[src/rtl/cover_toggle_drain_if.sv]
// Report port of the toggle-coverage drain: one global cover index per
// valid/ready transfer.
interface cover_toggle_drain_if;
    logic        out_valid;
    logic        out_ready;
    logic [63:0] out_index;

    modport master (
        output out_valid,
        output out_index,
        input  out_ready
    );

    modport slave (
        input  out_valid,
        input  out_index,
        output out_ready
    );
endinterface

[src/rtl/cover_toggle_drain.sv]
// Captures first hits of a wide toggle vector into a sticky pending map and
// drains them, lowest index first, as global cover indices over a valid/ready port.
module cover_toggle_drain #(
    parameter int WIDTH       = 40,
    parameter int COVER_INDEX = 0,
    parameter int COVER_TOTAL = 10906
) (
    input  logic                       clock,
    input  logic                       reset,
    input  logic [WIDTH-1:0]           valid,
    input  logic                       enable,
    input  logic                       clear,
    cover_toggle_drain_if.master       report,
    output logic [$clog2(WIDTH+1)-1:0] covered_count,
    output logic                       all_covered
);
    localparam int CUR_W = (WIDTH > 1) ? $clog2(WIDTH) : 1;
    localparam int CNT_W = $clog2(WIDTH + 1);

    typedef enum logic {IDLE, SEND} state_t;

    state_t            state_reg,   state_next;
    logic [WIDTH-1:0]  pending_reg, pending_next;
    logic [WIDTH-1:0]  covered_reg, covered_next;
    logic [CUR_W-1:0]  cur_reg,     cur_next;
    logic [63:0]       index_reg,   index_next;
    logic [CNT_W-1:0]  count_reg,   count_next;

    logic [WIDTH-1:0]  cur_onehot;
    logic [WIDTH-1:0]  cand;
    logic [CUR_W-1:0]  sel;
    logic              cand_any;
    logic              handshake;

    if (COVER_INDEX + WIDTH > COVER_TOTAL) begin : g_range_check
        $error("cover_toggle_drain: COVER_INDEX + WIDTH exceeds COVER_TOTAL");
    end

    // The bit being presented is not a candidate until its handshake retires it.
    for (genvar gi = 0; gi < WIDTH; gi++) begin : g_cand
        assign cur_onehot[gi] = (cur_reg == CUR_W'(gi));
        assign cand[gi]       = pending_reg[gi] & ~covered_reg[gi]
                              & ~((state_reg == SEND) & cur_onehot[gi]);
    end

    assign cand_any  = |cand;
    assign handshake = (state_reg == SEND) & report.out_ready;

    always_comb begin
        sel = '0;
        for (int i = WIDTH - 1; i >= 0; i--) begin
            if (cand[i]) begin
                sel = CUR_W'(i);
            end
        end
    end

    always_comb begin
        state_next   = state_reg;
        pending_next = pending_reg;
        covered_next = covered_reg;
        cur_next     = cur_reg;
        index_next   = index_reg;
        count_next   = count_reg;

        if (enable) begin
            pending_next = pending_reg | (valid & ~covered_reg);
        end

        if (state_reg == IDLE) begin
            if (cand_any) begin
                cur_next   = sel;
                index_next = 64'(COVER_INDEX) + 64'(sel);
                state_next = SEND;
            end
        end else if (handshake) begin
            // Retiring after capture absorbs a same-cycle re-hit of cur.
            pending_next = pending_next & ~cur_onehot;
            covered_next = covered_reg | cur_onehot;
            count_next   = count_reg + CNT_W'(1);
            if (cand_any) begin
                cur_next   = sel;
                index_next = 64'(COVER_INDEX) + 64'(sel);
            end else begin
                state_next = IDLE;
            end
        end

        if (clear) begin
            pending_next = '0;
            covered_next = '0;
            count_next   = '0;
            state_next   = IDLE;
        end
    end

    always_ff @(posedge clock or negedge reset) begin
        if (!reset) begin
            state_reg   <= IDLE;
            pending_reg <= '0;
            covered_reg <= '0;
            cur_reg     <= '0;
            index_reg   <= '0;
            count_reg   <= '0;
        end else begin
            state_reg   <= state_next;
            pending_reg <= pending_next;
            covered_reg <= covered_next;
            cur_reg     <= cur_next;
            index_reg   <= index_next;
            count_reg   <= count_next;
        end
    end

    assign report.out_valid = (state_reg == SEND);
    assign report.out_index = index_reg;
    assign covered_count    = count_reg;
    assign all_covered      = (count_reg == CNT_W'(WIDTH));
endmodule

[src/flat_wrapper.sv]
// flat-port wrapper written by rule: the top's interface ports become plain ports
module cover_toggle_drain_flat 
#(
    parameter int WIDTH       = 40,
    parameter int COVER_INDEX = 0,
    parameter int COVER_TOTAL = 10906
)
  (clock, reset, valid, enable, clear, covered_count, all_covered, report_out_valid, report_out_index, report_out_ready);
  cover_toggle_drain_if report_i ();
  input  logic clock;
  input  logic reset;
  input  logic [WIDTH-1:0] valid;
  input  logic enable;
  input  logic clear;
  output logic [$clog2(WIDTH+1)-1:0] covered_count;
  output logic all_covered;
  output wire logic [$bits(report_i.out_valid)-1:0] report_out_valid;
  output wire logic [$bits(report_i.out_index)-1:0] report_out_index;
  input wire logic [$bits(report_i.out_ready)-1:0] report_out_ready;
  assign report_out_valid = report_i.out_valid;
  assign report_out_index = report_i.out_index;
  assign report_i.out_ready = report_out_ready;
  cover_toggle_drain #(.WIDTH(WIDTH), .COVER_INDEX(COVER_INDEX), .COVER_TOTAL(COVER_TOTAL)) u_core (.clock(clock), .reset(reset), .valid(valid), .enable(enable), .clear(clear), .report(report_i), .covered_count(covered_count), .all_covered(all_covered));
endmodule
[config.mk]
export PLATFORM = sky130hd
export DESIGN_NAME = cover_toggle_drain_flat
export DESIGN_NICKNAME = d
export VERILOG_FILES = /design/src/rtl/cover_toggle_drain_if.sv /design/src/rtl/cover_toggle_drain.sv /design/src/flat_wrapper.sv
export SDC_FILE = /design/constraint.sdc
export NUM_CORES = 1
export LEC_CHECK = 0
export ABC_AREA = 1
export BUFFER_PORTS_ARGS = -buffer_cell sky130_fd_sc_hd__buf_4
export CAP_MARGIN = 0
export CORE_MARGIN = 1
export CORE_UTILIZATION = 61
export CTS_BUF_LIST = sky130_fd_sc_hd__clkbuf_4 sky130_fd_sc_hd__clkbuf_8
export DETAILED_ROUTE_END_ITERATION = 8
export GPL_TIMING_DRIVEN = 0
export HOLD_SLACK_MARGIN = 0.15
export PLACE_DENSITY_LB_ADDON = 0.12
export RECOVER_POWER = 25
export SLEW_MARGIN = 0
export SYNTH_ARGS = -nofsm -noshare
export SYNTH_HDL_FRONTEND = slang
export SYNTH_SLANG_ARGS = --single-unit
[constraint.sdc]
create_clock -name clock -period 7 [get_ports clock]
set_clock_uncertainty 0.2 [all_clocks]
set_input_delay 1.4 -clock clock [delete_from_list [all_inputs] [get_ports clock]]
set_output_delay 1.4 -clock clock [all_outputs]
set_load 0.02 [all_outputs]
## Word-level counts from Yosys, hierarchy flattened

Index checks and enable logic that the tools add are counted.

| cells by class | value |
|---|---|
| add/subtract/negate cells | 1 |
| equal/unequal tests | 41 |
| mux-type cells | 60 |
| bitwise logic cells | 207 |
| reduce and logical (&&, ||, !) cells | 5 |

Operators by type and width:

| operator | number |
|---|---|
| 2-to-1 mux 40 bit | 7 |
| 2-to-1 mux 6 bit | 46 |
| 2-to-1 mux 64 bit | 3 |
| AND 1 bit | 121 |
| equality test 6 x 5 -> 1 bit (second input constant) | 16 |
| AND 40 bit | 2 |
| inverter 1 bit | 80 |
| inverter 40 bit | 2 |
| OR 40 bit | 2 |
| equality test 6 bit (second input constant) | 9 |
| equality test 6 x 4 -> 1 bit (second input constant) | 8 |
| OR reduction 40 bit | 1 |
| equality test 6 x 3 -> 1 bit (second input constant) | 4 |
| equality test 6 x 2 -> 1 bit (second input constant) | 2 |
| adder 6 x 1 -> 6 bit (second input constant) | 1 |
| equality test 6 x 1 -> 1 bit (second input constant) | 1 |
| zero test 6 bit | 1 |
| 2-to-1 mux 1 bit | 4 |
| nonzero test 2 bit | 2 |
| inequality test 2 bit (second input constant) | 1 |
| AND reduction 2 bit | 1 |

| word-level totals | value |
|---|---|
| register bits | 157 |
| output and inout port bits | 72 |
| logic and storage cells | 320 |

## Depth between registers and ports, before layout

Gate-level depths: netlist of run 1.

| logic depth | value |
|---|---|
| word-level depth | 47 |
| mapped depth | 45 |

## Worst setup path before layout of run 1

OpenSTA, ideal clock, no wires.

| timing | value |
|---|---|
| path kind | reg2reg |
| start | reg u_core.report.out_index[3] (netlist name) |
| end | reg u_core.index_reg[0] (netlist: u_core.report.out_index[0]) |
| library setup time | 0.117 ns |
| arrival time | 2.734 ns |
| data required time | 6.683 ns |
| slack | 3.949 ns |
| stages on the path, launching flop included | 45 |
| cells stage by stage | dfrtp_1 -> inv_2 -> nand2_2 -> nor2_2 -> nand2_1 -> nand3_1 -> nand2_1 -> nand2_1 -> nand2_1 -> nand2_1 -> nand2_1 -> nand2_1 -> nand2_1 -> nand2_1 -> nand2_1 -> nand2_1 -> nand2_1 -> nand2_1 -> [9 not listed] -> nand2_1 -> nand2_1 -> nand2_1 -> nand2_1 -> nand2_1 -> nand2_1 -> nand2_1 -> nand2_1 -> nand2_1 -> nand2_1 -> nand2_1 -> nand2_1 -> nand2_1 -> nand2_1 -> nand2_1 -> nand2_1 -> nand2_1 -> nand2_1 |

RTL lines:

| element | RTL line | text |
|---|---|---|
| end signal, assigned | cover_toggle_drain.sv:110 | `index_reg <= index_next;` |
| end, declared | cover_toggle_drain.sv:26 | `logic [63:0] index_reg, index_next;` |

==> results.py, run 1 <==
metrics = {
    "cells_and_area": {
        "fin_nets": 865,
        "drive_above_1_share_pct": 21.99,
        "n_antenna_cell": 0,
        "final_core_util_pct": 75.88,
        "final_common_cell": "inv_1",
        "fillerInstances": 678,
        "mostFrequentLayoutCells": "inv_1 (115), buf_4 (113), nand2_1 (102)",
        "area_delta_synth_final_pct": 17.61,
    },
    "synthesis": {
        "yosysWarnings": 0,
        "ys_ff_latch": 93,
        "synth_sequential_area_ratio_pct": 43.04,
        "synthesis.area_sq_mm": 0.005408,
        "synth_cells": 695,
        "synth_cell_type_count": 34,
        "avgSynthCellArea_sq_um": 7.781,
    },
    "sta": {
        "worstMarginPinSlew_ns": 2.308,
        "fmax_ghz": 0.2604,
        "period_needed_ns": 3.840,
        "hold_violations": 0,
        "period_share_pct": 54.86,
        "tns_ns": 0,
        "slew_viol_final": 94,
        "rsz0062_at_grt": "false",
        "slew_headroom_pct": -53.88,
        "timing.final.ws_setup_ns": 3.160,
        "setup_viol": 0,
    },
    "grt": {
        "grt_max_degree": 94,
        "grt_pass1_vias": 4824,
        "overflow": 0,
        "antenna_found_initial": 0,
        "grt_pass1_wl_microns": 22990,
        "grt_usage_pct": 33.69,
    },
    "detailed_routing": {
        "drc_errors": 0,
        "ant_nets": 0,
        "route.final.wire_length_microns": 14660,
        "firstDrtPassIters": 5,
        "viasPerCell": 5.463,
        "drt-wirelength-per-cell_microns": 15.80,
        "num_vias": 5070,
        "drt_iter0_markers": 347,
    },
    "critical_path": {
        "ff2ff_path_depth": 44,
        "critPathRequiredTime_ns": 7.04,
        "critPathSlowestCell": "dfrtp_1",
        "cp_common_cell": "nand2_1",
        "cp.arrival_ns": 3.89,
        "startpoint_type": "flip-flop",
        "cp-end-kind": "flip-flop",
        "r2r_slack_ns": 3.16,
        "cp_max_fo": 5,
        "max_stage_delay_ns": 0.44,
        "path_class": "flip-flop to flip-flop",
    },
    "placement": {
        "pre_cts_slack_ns": 3.340,
        "port_buffers": 55,
        "dp_hpwl_microns": 10920,
        "gp_congestion": 0.9754,
    },
    "clocking": {
        "path_clk_slew_ns": 0.09,
        "cts_setup_buffers": 0,
        "clock_path_buffers": 2,
        "cts.sinks": 93,
        "hold_buffers": 0,
        "worstSkewPairLatency_ns": 0.36,
        "cts_resized": 0,
        "cts_made_buffers": 9,
        "root_buffer": "clkbuf_8",
        "cts_max_level": 3,
        "cts_tree": "done",
    },
    "worst_hold_path": {
        "hold_depth": 1,
        "hold_path.class": "flip-flop to flip-flop",
    },
    "power_and_ir_drop": {
        "powerDensity_mw_per_mm2": 206.3,
        "irDropWorstVdd_mv": 0.1727,
        "p_leak_nw": 3.341,
    },
    "floorplanning": {
        "die_area_sq_mm": 0.009246,
        "die_w_microns": 96.16,
        "die_y_microns": 96.16,
        "fp.coreArea_sq_mm": 0.008382,
        "io_pins": 117,
        "rows": 33,
        "start_util_pct": 64.52,
    },
    "status": {
        "outcome": "finished, violations left",
        "violations": "max-capacitance violations, max-slew violations",
    },
    "run": {
        "drv_cap": 1,
    },
}
## layout make-up
cell class              instances  area, sq um  share of cell area [%]
flip-flops and latches         93         2327                   36.59
multi-input cells             453         2297                   36.12
plain buffers                  82        529.3                   8.322
inverters                     124        467.9                   7.358
repair buffers                 55        410.4                   6.453
well taps                     105        131.4                   2.066
clock buffers                   9        123.9                   1.948
clock inverters                 7        72.57                   1.141
## routing by layer
layer	part of all wire, %	track usage, %
met2	48	56.44
met1	40	41.81
met5	0	0
met4	3.7	16.67
met3	8.8	6.003
## where the power goes
group / switching [mW] / total (mW) / internal [mW] / leakage (nW)
registers: 0.0251 / 0.591 / 0.566 / 1.26
logic: 0.234 / 0.357 / 0.124 / 1.99
clock network: 0.197 / 0.364 / 0.167 / 0.0960
## worst max-delay path, delay by kind of cell, from the launching register on
family | cells | cell delay (ns)
buffers and inverters | 1 | 0.11
flip-flops | 1 | 0.44
AND/OR/NAND/NOR | 43 | 2.98
## cells by family (layout without fill, tap and decap cells)
family / Yosys count / after routing / share of synthesized area [%]
buffers and inverters: 206 / 277 / 18.44
flip-flops: 93 / 93 / 43.04
adder cells (fa/ha/maj): 2 / 2 / 0.4627
AO/OA/AOI/OAI: 128 / 128 / 16.10
AND/OR/NAND/NOR: 265 / 265 / 21.89
other: 1 / 58 / 0.06935
## synth_stat cells
cell	instances	area share, %
nand3b_1	5	0.69
a21oi_1	40	3.7
conb_1	1	0.069
clkbuf_1	22	1.5
a211oi_1	4	0.56
nand2_2	4	0.46
nor2_1	67	4.7
a21boi_0	1	0.14
nor2_2	4	0.46
nand3_4	1	0.32
inv_1	115	8.0
inv_4	1	0.12
o211ai_1	23	3.2
o211ai_2	1	0.23
inv_2	6	0.42
o21a_1	5	0.69
dfrtp_1	93	43
nand3_1	48	4.4
nor3_1	11	1.0
buf_4	59	8.2
o41ai_1	1	0.16
o21bai_1	1	0.14
buf_1	1	0.069
o22ai_1	1	0.12
clkinv_1	2	0.14
a31oi_1	5	0.58
ha_1	2	0.46
o21ai_0	12	1.1
nand4_1	21	2.4
nor4_1	1	0.12
nor2_4	1	0.21
o31ai_1	1	0.14
a31o_2	33	5.3
nand2_1	102	7.1
## path summary, 6_finish.rpt
check / from / end
setup / recovery: u_core.report.out_index[1] / u_core.report.out_index[0]
hold / removal: u_core.covered_count[5] / u_core.covered_count[5]
setup reg to reg: u_core.report.out_index[1] / u_core.report.out_index[0]
hold reg to reg: u_core.covered_count[5] / u_core.covered_count[5]
max in group asynchronous: reset / u_core.pending_reg[32]
min in group asynchronous: reset / u_core.covered_reg[27]
## stage by stage
stage / area, sq um / hold WS [ns] / power, mW / cells
2_1_floorplan: 5622 / 0.2639 / 0.8380 / 752
3_3_place_gp: 6166 / 0.2723 / 0.9404 / 912
3_5_place_dp: 6166 / 0.2807 / 0.9491 / 912
4_1_cts: 6362 / 0.2962 / 1.306 / 928
5_1_grt: 6360 / 0.3242 / 1.372 / 928
6_report: 6360 / 0.2989 / 1.312 / 928
(Power assumes the default switching activity.)
==> run 2, diff against run 1 <==
- CORE_UTILIZATION: 61 -> 57
- clock period: 7 -> 3.75 ns (I/O delays scaled with it)
==> results.py, run 2 (synthesis gave the netlist of run 1 again) <==
metrics = {
    "detailed_routing": {
        "viasPerCell": 5.389,
        "drt-wirelength-per-cell_microns": 15.85,
        "wl_met2_microns": 7421,
        "met3WireLength_microns": 1186,
        "drc_errors": 0,
        "dr.max_layer_used": "met4",
        "drt-met1-wl_microns": 6138,
        "drt_iter0_markers": 470,
        "route.final.wire_length_microns": 15240,
        "num_vias": 5179,
        "ant_nets": 0,
        "firstDrtPassIters": 5,
    },
    "critical_path": {
        "cp-endpoint": "u_core.report.out_index[0]",
        "startpoint_type": "flip-flop",
        "critPathSlowestCell": "dfrtp_2",
        "crit_path_start": "u_core.report.out_index[1]",
        "r2r_start": "u_core.report.out_index[1]",
        "path_class": "flip-flop to flip-flop",
        "cp-end-kind": "flip-flop",
        "r2r_slack_ns": 0.16,
        "r2r_end": "u_core.report.out_index[0]",
        "max_stage_delay_ns": 0.47,
        "cp_max_fo": 4,
        "cp.arrival_ns": 3.65,
        "cp_common_cell": "nand2_1",
        "critPathRequiredTime_ns": 3.81,
        "ff2ff_path_depth": 44,
    },
    "cells_and_area": {
        "mostFrequentLayoutCells": "buf_4 (139), inv_1 (113), nand2_1 (95)",
        "fin_nets": 892,
        "drive_above_1_share_pct": 26.47,
        "area_delta_synth_final_pct": 23.88,
        "post-route-cell-area_sq_mm": 0.006699,
        "final_core_util_pct": 72.84,
        "ff_latch_area_sq_mm": 0.002332,
        "n_antenna_cell": 0,
        "final_common_cell": "buf_4",
        "multi_input_area_sq_mm": 0.002367,
        "fillerInstances": 741,
    },
    "status": {
        "violations": "max-capacitance violations, max-slew violations",
        "outcome": "finished, violations left",
    },
    "clocking": {
        "root_buffer": "clkbuf_8",
        "cts_made_buffers": 9,
        "cts_max_level": 3,
        "cts.sinks": 93,
        "worstSkewPairLatency_ns": 0.37,
        "cts_tree": "done",
        "path_clk_slew_ns": 0.10,
        "clock_path_buffers": 2,
        "hold_buffers": 0,
    },
    "sta": {
        "setup_viol": 0,
        "tns_ns": 0,
        "slew_viol_final": 94,
        "worstMarginPinSlew_ns": 2.390,
        "period_needed_ns": 3.592,
        "period_share_pct": 95.80,
        "fmax_ghz": 0.2784,
        "slew_headroom_pct": -59.31,
        "hold_violations": 0,
        "rsz0062_at_grt": "true",
        "timing.final.ws_setup_ns": 0.1577,
    },
    "power_and_ir_drop": {
        "p_leak_nw": 3.514,
        "powerDensity_mw_per_mm2": 406.1,
        "irDropWorstVdd_mv": 0.2478,
    },
    "run": {
        "drv_cap": 1,
    },
    "placement": {
        "port_buffers": 55,
        "dpl_cell_area_sq_mm": 0.006173,
        "dp_hpwl_microns": 10720,
        "pre_cts_slack_ns": 0.08716,
        "gp_congestion": 0.9526,
    },
    "floorplanning": {
        "io_pins": 117,
        "fp.coreArea_sq_mm": 0.009196,
        "start_util_pct": 58.80,
        "rows": 35,
        "die_y_microns": 99.40,
        "die_area_sq_mm": 0.009880,
        "die_w_microns": 99.40,
    },
    "grt": {
        "antenna_found_initial": 0,
        "overflow": 0,
        "grt_max_degree": 94,
        "grt_usage_pct": 31.17,
        "grt_pass1_vias": 4776,
        "grt_pass1_wl_microns": 23400,
    },
    "worst_hold_path": {
        "hold_path.class": "flip-flop to flip-flop",
    },
}
-- run 2: cell count changes in the layout (fill, tap and decap cells not counted), sizes merged --
cell	delta
bufinv	+2
buf	+27
clkinvlp	-1
clkinv	-1
-- run 2: metrics by stage --
step / std cells / hold slack [ns] / total power [mW]
2_1_floorplan: 752 / 0.2544 / 1.564
3_3_place_gp: 918 / 0.2724 / 1.760
3_5_place_dp: 918 / 0.2848 / 1.770
4_1_cts: 934 / 0.3014 / 2.594
5_1_grt: 961 / 0.3166 / 2.839
6_report: 961 / 0.2934 / 2.721
-- run 2: area by class of cell --
cell class / instances / share of cell area [%]
timing repair buffer: 82 / 9.152
clock inverter: 7 / 1.793
clock buffer: 9 / 1.849
inverter: 124 / 7.023
sequential: 93 / 34.82
buffer: 82 / 7.957
multi-input combinational: 453 / 35.34
tap: 111 / 2.073
-- run 2: critical path: cells and delay by family, from the launching register on --
family | cells | cell delay, ns
simple gates | 43 | 2.71
flops | 1 | 0.47
buf+inv | 1 | 0.11
-- run 2: metal layers --
layer,up-vias,GRT usage [%]
met5,-,0
met2,254,50.85
met4,0,14.37
met1,2421,40.56
li1,2458,-
met3,46,5.692
-- run 2: worst min-delay path by stage --
stage | start | endpoint | cells past startpoint
floorplan | reset | u_core.covered_count[0] | 0
global placement | u_core.covered_reg[12] | u_core.covered_reg[12] | 1
detailed placement | u_core.covered_reg[35] | u_core.covered_reg[35] | 1
CTS | u_core.covered_count[5] | u_core.covered_count[5] | 1
global route | u_core.covered_reg[35] | u_core.covered_reg[35] | 1
finish | u_core.covered_count[5] | u_core.covered_count[5] | 1
-- run 2: where the power goes --
group	total, mW	internal (mW)	switching [mW]
registers	1.10	1.06	0.0430
clock network	0.837	0.447	0.390
logic	0.782	0.300	0.482
-- run 2: repair_timing --
| item | in CTS | in global routing |
|---|---|---|
| setup buffers | 0 | 27 |
| hold endpoints to repair | 0 | 0 |
| setup endpoints to repair | 0 | 1 |
| gates resized for setup | 0 | 26 |
==> run 3, diff against run 2 <==
- CORE_ASPECT_RATIO: unset -> 1.2
- CORE_UTILIZATION: 57 -> 51
- clock period: 3.75 -> 3.19 ns (I/O delays scaled with it)
==> results.py, run 3 (synthesis gave the netlist of run 1 again) <==
metrics = {
    "status": {
        "outcome": "finished, violations left",
        "violations": "max-capacitance violations, max-slew violations, negative setup slack",
    },
    "sta": {
        "hold_violations": 0,
        "timing.final.ws_setup_ns": -0.3088,
        "period_share_pct": 109.7,
        "period_needed_ns": 3.499,
        "fmax_ghz": 0.2858,
        "worstMarginPinSlew_ns": 2.329,
        "rsz0062_at_grt": "true",
        "slew_viol_final": 94,
        "setup_viol": 1,
        "slew_headroom_pct": -55.24,
    },
    "power_and_ir_drop": {
        "p_total_mw": 2.945,
        "irDropWorstVdd_mv": 0.3025,
        "p_leak_nw": 3.481,
        "powerDensity_mw_per_mm2": 442.0,
    },
    "worst_hold_path": {
        "hold_path.class": "flip-flop to flip-flop",
    },
    "floorplanning": {
        "die_w_microns": 96,
        "rows": 40,
        "start_util_pct": 53.23,
        "fp.coreArea_sq_mm": 0.01016,
        "die_area_sq_mm": 0.01102,
        "die_y_microns": 114.8,
        "io_pins": 117,
    },
    "critical_path": {
        "path_delay_family": "simple AND/OR/NAND/NOR gates",
        "path_buf_inv": 2,
        "cp.arrival_ns": 3.61,
        "cp-end-kind": "flip-flop",
        "critPathRequiredTime_ns": 3.30,
        "cp_max_fo": 5,
        "critPathSlowestCell": "dfrtp_2",
        "max_stage_delay_ns": 0.45,
        "cp_common_cell": "nand2_1",
        "startpoint_type": "flip-flop",
        "path_class": "flip-flop to flip-flop",
    },
    "clocking": {
        "cts_made_buffers": 9,
        "cts_tree": "done",
        "worstSkewPairLatency_ns": 0.37,
        "cts_max_level": 3,
        "hold_buffers": 0,
        "cts.sinks": 93,
        "root_buffer": "clkbuf_8",
        "clock_path_buffers": 2,
        "path_clk_slew_ns": 0.09,
    },
    "detailed_routing": {
        "drc_errors": 0,
        "ant_nets": 0,
        "drt-wirelength-per-cell_microns": 15.64,
        "viasPerCell": 5.203,
        "drt_iter0_markers": 327,
        "route.final.wire_length_microns": 15160,
        "num_vias": 5042,
        "firstDrtPassIters": 5,
    },
    "grt": {
        "antenna_found_initial": 0,
        "grt_max_degree": 94,
        "grt_pass1_wl_microns": 23890,
        "overflow": 0,
        "grt_usage_pct": 29.53,
        "grt_pass1_vias": 4763,
    },
    "placement": {
        "dpl_cell_area_sq_mm": 0.006192,
        "gp_congestion": 0.9253,
        "dp_hpwl_microns": 11080,
        "port_buffers": 55,
    },
    "cells_and_area": {
        "final_common_cell": "buf_4",
        "drive_above_1_share_pct": 27.88,
        "mostFrequentLayoutCells": "buf_4 (133), inv_1 (112), nand2_1 (92)",
        "fillerInstances": 919,
        "post-route-cell-area_sq_mm": 0.006663,
        "n_antenna_cell": 0,
        "area_delta_synth_final_pct": 23.21,
        "fin_nets": 886,
    },
    "run": {
        "drv_cap": 1,
    },
}
run 3: changes by cell type in the layout (fill, tap and decap cells not counted), sizes merged:
cell	change
buf	-5
bufinv	-3
clkbuf	+3
clkinv	+1
clkinvlp	-1
inv	-2
run 3: per-layer routing:
layer	up-vias	wire length [microns]	track usage [%]	share of wire, %
met3	36	950	5.820	6.3
met4	0	444	13.53	2.9
met5	-	0	0	0
met2	203	7461	47.47	49
li1	2438	-	-	-
met1	2365	6302	38.30	42
run 3: per-stage QoR:
step / hold WS, ns / setup slack [ns] / std cells / utilization (%) / TNS [ns]
2_1_floorplan: 0.1424 / 0.1393 / 752 / - / 0
3_3_place_gp: 0.2735 / -0.5368 / 933 / 60.95 / -1.471
3_5_place_dp: 0.2796 / -0.5116 / 933 / 60.95 / -1.481
4_1_cts: 0.2980 / -0.2927 / 964 / 64.77 / -0.2927
5_1_grt: 0.3138 / -0.6651 / 969 / 65.58 / -1.089
6_report: 0.2974 / -0.3088 / 969 / 65.58 / -0.3088
run 3: area by class of cell:
| type | count | area (sq um) | share of cell area, % |
|---|---|---|---|
| well taps | 126 | 157.7 | 2.366 |
| flip-flops and latches | 93 | 2333 | 35.02 |
| clock inverters | 2 | 10.01 | 0.1502 |
| repair buffers | 76 | 568.0 | 8.526 |
| clock buffers | 13 | 160.2 | 2.404 |
| inverters | 124 | 470.5 | 7.061 |
| multi-input cells | 453 | 2425 | 36.39 |
| plain buffers | 82 | 538.0 | 8.075 |
run 3: power breakdown:
part           leakage (nW)  switching [mW]  internal, mW
sequential             1.25          0.0532          1.24
clock                0.0935           0.410         0.325
combinational          2.14           0.571         0.341
run 3: repair_timing:
| item | CTS | global route |
|---|---|---|
| pin swaps | 8 | 7 |
| setup buffers | 16 | 5 |
| resized for setup | 34 | 18 |
| hold endpoints to repair | 0 | 0 |
| setup endpoints to repair | 6 | 4 |
run 3: path summary, 6_finish.rpt:
check	endpoint	slack [ns]	start	depth (start not counted)
max	u_core.report.out_index[0]	-0.31	u_core.report.out_index[3]	41
min	u_core.covered_reg[28]	0.30	u_core.covered_reg[28]	1
max reg2reg	u_core.report.out_index[0]	-0.31	u_core.report.out_index[3]	41
min reg2reg	u_core.covered_reg[28]	0.30	u_core.covered_reg[28]	1
max in group asynchronous	u_core.report.out_index[3]	0.50	reset	1
min in group asynchronous	u_core.pending_reg[38]	0.75	reset	1
